--- config.mk ---
export PLATFORM = sky130hd
export DESIGN_NAME = lsu_rmw_ctrl
export DESIGN_NICKNAME = d
export VERILOG_FILES = /design/src/rtl/lsu_rmw_ctrl.sv
export SDC_FILE = /design/constraint.sdc
export NUM_CORES = 1
export LEC_CHECK = 0
export ABC_AREA = 1
export CAP_MARGIN = 20
export CORE_MARGIN = 5
export CORE_UTILIZATION = 43
export CTS_CLUSTER_DIAMETER = 80
export DETAILED_ROUTE_END_ITERATION = 16
export PLACE_DENSITY = 0.78
export SYNTH_ARGS = -nofsm -noshare
export SYNTH_HDL_FRONTEND = slang
export SYNTH_SLANG_ARGS = --single-unit
export TNS_END_PERCENT = 100
--- constraint.sdc ---
create_clock -name clk -period 1.43 [get_ports clk]
set_input_delay 0.3575 -clock clk [delete_from_list [all_inputs] [get_ports clk]]
set_output_delay 0.3575 -clock clk [all_outputs]
set_load 0.02 [all_outputs]
--- src/rtl/lsu_rmw_ctrl.sv ---
// Load/store unit bridging the core data port to a word-only synchronous RAM.
// Sub-word stores are performed as read-modify-write; bad requests respond with an error.
module lsu_rmw_ctrl #(
   parameter int unsigned ADDR_W = 7
) (
   input  logic              clk,
   input  logic              rst,
   input  logic              req_valid,
   output logic              req_ready,
   input  logic              req_we,
   input  logic [2:0]        req_size,
   input  logic [ADDR_W-1:0] req_addr,
   input  logic [31:0]       req_wdata,
   output logic              rsp_valid,
   output logic [31:0]       rsp_rdata,
   output logic              rsp_err,
   output logic              mem_en,
   output logic              mem_we,
   output logic [ADDR_W-3:0] mem_addr,
   output logic [31:0]       mem_wdata,
   input  logic [31:0]       mem_rdata
);

   localparam logic [2:0] SZ_B  = 3'b000;
   localparam logic [2:0] SZ_H  = 3'b001;
   localparam logic [2:0] SZ_W  = 3'b010;
   localparam logic [2:0] SZ_BU = 3'b100;
   localparam logic [2:0] SZ_HU = 3'b101;

   typedef enum logic [2:0] {IDLE, RD, WAIT, WR, RSP} state_t;

   state_t            state;
   logic              we_q;
   logic [2:0]        size_q;
   logic [ADDR_W-1:0] addr_q;
   logic [31:0]       wdata_q;
   logic              req_err_c;

   // Illegal size or misaligned address, evaluated on the incoming request
   always_comb begin
      req_err_c = 1'b0;
      case (req_size)
         SZ_B:         req_err_c = 1'b0;
         SZ_H:         req_err_c = req_addr[0];
         SZ_W:         req_err_c = (req_addr[1:0] != 2'b00);
         SZ_BU:        req_err_c = req_we;
         SZ_HU:        req_err_c = req_we | req_addr[0];
         default:      req_err_c = 1'b1;
      endcase
   end

   function automatic logic [31:0] load_ext(input logic [31:0] w, input logic [2:0] sz,
                                            input logic [1:0] lane);
      logic [7:0]  b;
      logic [15:0] h;
      case (lane)
         2'd0:    b = w[7:0];
         2'd1:    b = w[15:8];
         2'd2:    b = w[23:16];
         default: b = w[31:24];
      endcase
      h = lane[1] ? w[31:16] : w[15:0];
      case (sz)
         SZ_B:    load_ext = {{24{b[7]}}, b};
         SZ_H:    load_ext = {{16{h[15]}}, h};
         SZ_BU:   load_ext = {24'h0, b};
         SZ_HU:   load_ext = {16'h0, h};
         default: load_ext = w;
      endcase
   endfunction

   function automatic logic [31:0] store_merge(input logic [31:0] w, input logic [31:0] d,
                                               input logic [2:0] sz, input logic [1:0] lane);
      logic [31:0] m;
      m = w;
      if (sz[1:0] == 2'b00) begin
         case (lane)
            2'd0:    m[7:0]   = d[7:0];
            2'd1:    m[15:8]  = d[7:0];
            2'd2:    m[23:16] = d[7:0];
            default: m[31:24] = d[7:0];
         endcase
      end else if (sz[1:0] == 2'b01) begin
         if (lane[1]) m[31:16] = d[15:0];
         else         m[15:0]  = d[15:0];
      end else begin
         m = d;
      end
      return m;
   endfunction

   assign req_ready = (state == IDLE);

   always_ff @(posedge clk) begin
      if (rst) begin
         state     <= IDLE;
         we_q      <= 1'b0;
         size_q    <= 3'b000;
         addr_q    <= '0;
         wdata_q   <= 32'h0;
         rsp_valid <= 1'b0;
         rsp_rdata <= 32'h0;
         rsp_err   <= 1'b0;
      end else begin
         rsp_valid <= 1'b0;
         case (state)
            IDLE: begin
               if (req_valid) begin
                  we_q    <= req_we;
                  size_q  <= req_size;
                  addr_q  <= req_addr;
                  wdata_q <= req_wdata;
                  if (req_err_c) begin
                     state     <= RSP;
                     rsp_valid <= 1'b1;
                     rsp_err   <= 1'b1;
                     rsp_rdata <= 32'h0;
                  end else if (req_we && (req_size == SZ_W)) begin
                     state <= WR;
                  end else begin
                     state <= RD;
                  end
               end
            end
            RD: state <= WAIT;
            WAIT: begin
               if (we_q) begin
                  wdata_q <= store_merge(mem_rdata, wdata_q, size_q, addr_q[1:0]);
                  state   <= WR;
               end else begin
                  rsp_rdata <= load_ext(mem_rdata, size_q, addr_q[1:0]);
                  rsp_err   <= 1'b0;
                  rsp_valid <= 1'b1;
                  state     <= RSP;
               end
            end
            WR: begin
               rsp_rdata <= 32'h0;
               rsp_err   <= 1'b0;
               rsp_valid <= 1'b1;
               state     <= RSP;
            end
            RSP:     state <= IDLE;
            default: state <= IDLE;
         endcase
      end
   end

   // RAM strobes decode directly from the current state
   always_comb begin
      mem_en    = 1'b0;
      mem_we    = 1'b0;
      mem_addr  = '0;
      mem_wdata = 32'h0;
      case (state)
         RD: begin
            mem_en   = 1'b1;
            mem_addr = addr_q[ADDR_W-1:2];
         end
         WR: begin
            mem_en    = 1'b1;
            mem_we    = 1'b1;
            mem_addr  = addr_q[ADDR_W-1:2];
            mem_wdata = wdata_q;
         end
         default: ;
      endcase
   end

endmodule

==> Implementation_results.wiki <==
{| class="wikitable"
! Metric !! Value
|-
| Worst IR drop on VDD || between 0.7 and 0.8 mV
|-
| Clock tree from TritonCTS || done
|-
| Critical path capture point type || output pin
|-
| HPWL Detailed || around 14,000 um
|-
| Overall fraction of global-route tracks in use || a little under a third
|-
| Relative slew slack || approximately 66%
|-
| Flop and latch count out of synthesis || 80
|-
| Startpoint type of the worst setup path || register
|-
| Post-layout worst setup margin || -510 ps
|-
| Global Route met2 Usage || 54.5%
|-
| Sequential element share of the synthesized area || approximately a third
|-
| Total standard cell area after synthesis || roughly 0.0048 mm2
|-
| Routed len/inst || a little under 20 um
|-
| Vias post-DR || roughly 6,800
|-
| Power per cell area || about 820 mW/mm2
|-
| Master cell of the clock root buffer || clkbuf_8
|-
| First-pass iteration count of the detailed router || 7
|-
| Number of global-route vias before repair || ~6,300
|-
| DRC errors left || 0
|-
| Most common cell type on the critical path || nor2_4
|-
| Area after DPL || approximately 0.0074 mm2
|-
| Aggregate routed wire length || around 23,000 um
|-
| List of cells traversed by the critical path || inv_2, nand2_4, nor2_4, inv_6, buf_12, nor2_4, buf_6
|-
| Total count of max-transition violations in the final report || 0
|-
| Number of max-cap violations || 0
|-
| Nets || approximately 1,100
|-
| Die outline area || 0.0134 mm2
|-
| Total clock buffers created by CTS || 9
|-
| Global-route wire length before repair || between 30,000 and 40,000 um
|-
| Tightest hold margin || 425 ps
|-
| Clock tree skew after final layout || between 15 and 20 ps
|-
| Ports placed on the boundary || ~150
|-
| Post-synth cell types || 26
|-
| Avg Cell Area, Syn || approximately 6.2 um2
|-
| Routability Congestion || approximately 1
|-
| Antenna cells || 0
|-
| Initial DRC count || about 770
|-
| CTS H-tree depth || 3
|-
| Leakage component of the power || around 0.0036 uW
|-
| Largest driver fanout on the critical path || 9
|-
| Required time reported for the critical path endpoint || between 1000 and 1500 ps
|-
| Clock edge transition at the registers on the reported setup and hold paths || roughly 100 ps
|-
| Share of the cycle needed by the critical path after routing || 136%
|-
| Post-placement worst setup slack || -557 ps
|-
| Hold violation count in the final report || 0
|-
| Design area || roughly 0.0086 mm2
|-
| Library cell contributing the largest single delay on the critical path || dfxtp_2
|-
| Crit path buf inv count || 4
|-
| Initial Utilization || between 40% and 50%
|-
| Max Fclk || ~520 MHz
|-
| Met3 Usage GRT || under 10%
|-
| Slew of the pin with the lowest slew margin || approximately 520 ps
|-
| Post-Route Utilization || between 70% and 80%
|-
| Family with the most delay on the worst path || buffers and inverters
|-
| Result of the run || finished, violations left
|-
| Post-route minimum period || ~1900 ps
|-
| Gate count after technology mapping || about 770
|-
| Per-cell via count in the routed design || between 5 and 6
|-
| Clock Latency Late Sink || roughly 370 ps
|-
| Overall Power || 7120 uW
|-
| Arrival time of data at the critical path endpoint || 1580 ps
|-
| Global-route track usage on met1 || 38.0%
|-
| Total gr overflow || 0
|-
| Post-cts hold buffer count || 0
|-
| Number of antenna violations at the first check in global routing || 0
|-
| Kind of path behind the tightest hold check || in -> reg
|-
| Number of port buffers || ~150
|-
| Worst path max stage delay || roughly 350 ps
|-
| Buffer depth of the longest clock path || 2
|-
| Die span in x || 116 um
|-
| Count of antenna-violating nets left after detailed routing || 0
|-
| Signed area change from the synthesized netlist to the final layout || 79.6%
|-
| Top Usage Layer GRT || met2
|-
| Failing checks || negative setup slack
|-
| Fraction of layout instances using a drive strength above 1 || a little over a third
|-
| Placeable Area || about 0.011 mm2
|-
| Synth warn || 0
|-
| Type of the worst setup path || reg -> out
|-
| Maximum number of pins on one net before global-route repair || 41
|-
| Standard-cell row count || 38
|-
| Die Ht || 116 um
|-
| Post-Syn Nets || 850
|-
| Clock Sinks || 80
|-
| Final setup violation count || 119
|-
| Setup repair after global routing missed its margin || true
|}
## worst min-delay path: stages
cell and delay, ps:
dlymetal6s2s_1 150, buf_4 140, nor2_4 30, nor2_1 90
## timing repair
item / 4_1_cts / 5_1_grt
setup buffers: 13 / 3
resized for setup: 447 / 79
pin swaps: 23 / 9
setup endpoints to repair: 147 / 144
endpoints found under the hold margin: 0 / 0
gates cloned: 12 / 0
## final timing paths
kind | from | to | slack, ps | cells after the start
worst min-delay path | req_size[2] | size_q[2]$_SDFFE_PP0P_ | 430 | 4
worst max-delay path | state[2]$_SDFFE_PP0N_ | mem_wdata[29] | -510 | 7
worst min register to register | wdata_q[31]$_SDFFE_PP0P_ | wdata_q[31]$_SDFFE_PP0P_ | 470 | 2
worst max register to register | state[0]$_SDFFE_PP0N_ | rsp_rdata[27]$_SDFFE_PP0P_ | -490 | 9
## cells by family (layout without fill, tap and decap cells)
group / Yosys count / after routing / share of synthesized area [%]
AND/OR/NAND/NOR: 306 / 306 / 27.3
flip-flops: 80 / 80 / 33.3
buffers and inverters: 144 / 389 / 13.2
AO/OA/AOI/OAI: 242 / 242 / 26.2
## Yosys cell counts
master,instances,share of area (%)
clkbuf_1,17,1.3
o21ai_0,80,8.3
nor2_2,2,0.26
a21oi_2,1,0.18
buf_4,4,0.62
or2_2,1,0.13
nand4_1,2,0.26
nand3_4,1,0.36
nor2_1,104,8.1
dfxtp_1,80,33
buf_1,5,0.39
inv_2,6,0.47
nor2_4,5,1.2
buf_2,18,1.9
nand2_4,3,0.70
inv_4,1,0.13
nand3b_1,1,0.16
nand3_1,47,4.9
buf_6,7,1.6
nand2_2,5,0.65
o21ai_1,3,0.31
inv_1,86,6.7
a21oi_1,140,15
o21ai_2,1,0.18
o211ai_1,17,2.7
nand2_1,135,11
## routing by layer
metal | routed length [um] | up-vias | share of wire (%)
li1 | - | 3001 | -
met1 | 8080 | 3096 | 36
met2 | 10700 | 539 | 47
met3 | 2660 | 125 | 12
met4 | 1240 | 0 | 5.5
met5 | 0 | - | 0
## placed cells by master, fill, tap and decap left out, types with 4 or more instances in the layout
cell / Yosys / routed
buf_4: 4 / 81
buf_6: 7 / 53
inv_6: 0 / 5
o21ai_0: 80 / 44
inv_1: 86 / 82
a21oi_2: 1 / 29
clkdlybuf4s50_1: 0 / 75
clkbuf_2: 0 / 14
dlygate4sd2_1: 0 / 9
nor2_2: 2 / 11
o211ai_1: 17 / 17
nand2_1: 135 / 125
nand3_1: 47 / 33
dfxtp_1: 80 / 77
nor2_1: 104 / 56
nor2_4: 5 / 44
buf_16: 0 / 7
clkbuf_8: 0 / 9
o21ai_1: 3 / 17
nand2_2: 5 / 10
buf_12: 0 / 19
a21oi_1: 140 / 109
nand2_4: 3 / 7
nand3_2: 0 / 14
buf_8: 0 / 4
o21ai_2: 1 / 20
inv_2: 6 / 6
clkdlybuf4s15_1: 0 / 12
## registers in the layout, summed over array words and instances, names as in the netlist
name       flops
rsp_err        1
rsp_valid      1
we_q           1
addr_q         7
state          3
rsp_rdata     32
size_q         3
wdata_q       32
## cell type report
cell class | instances | area [um2]
clock buffers | 9 | 124
fillers | 677 | 2260
inverters | 93 | 384
clock inverters | 7 | 101
multi-input cells | 548 | 3260
repair inverters | 2 | 20.0
flip-flops and latches | 80 | 1610
well taps | 140 | 175
repair buffers | 278 | 2960
## stage by stage
step | TNS, ps | instances
after global routing | -48630 | 1157
after CTS | -26680 | 1155
final | -44730 | 1157
after floorplan | -948 | 772
after global placement | -46180 | 1115
after detailed placement | -48550 | 1115
## report_power, final
group / switching (uW) / internal (uW) / total [uW]
clock: 969 / 1000 / 1970
combinational: 1470 / 1180 / 2650
sequential: 106 / 2390 / 2500
total: 2550 / 4570 / 7120
No activity file was read; power rests on OpenSTA's default activity.
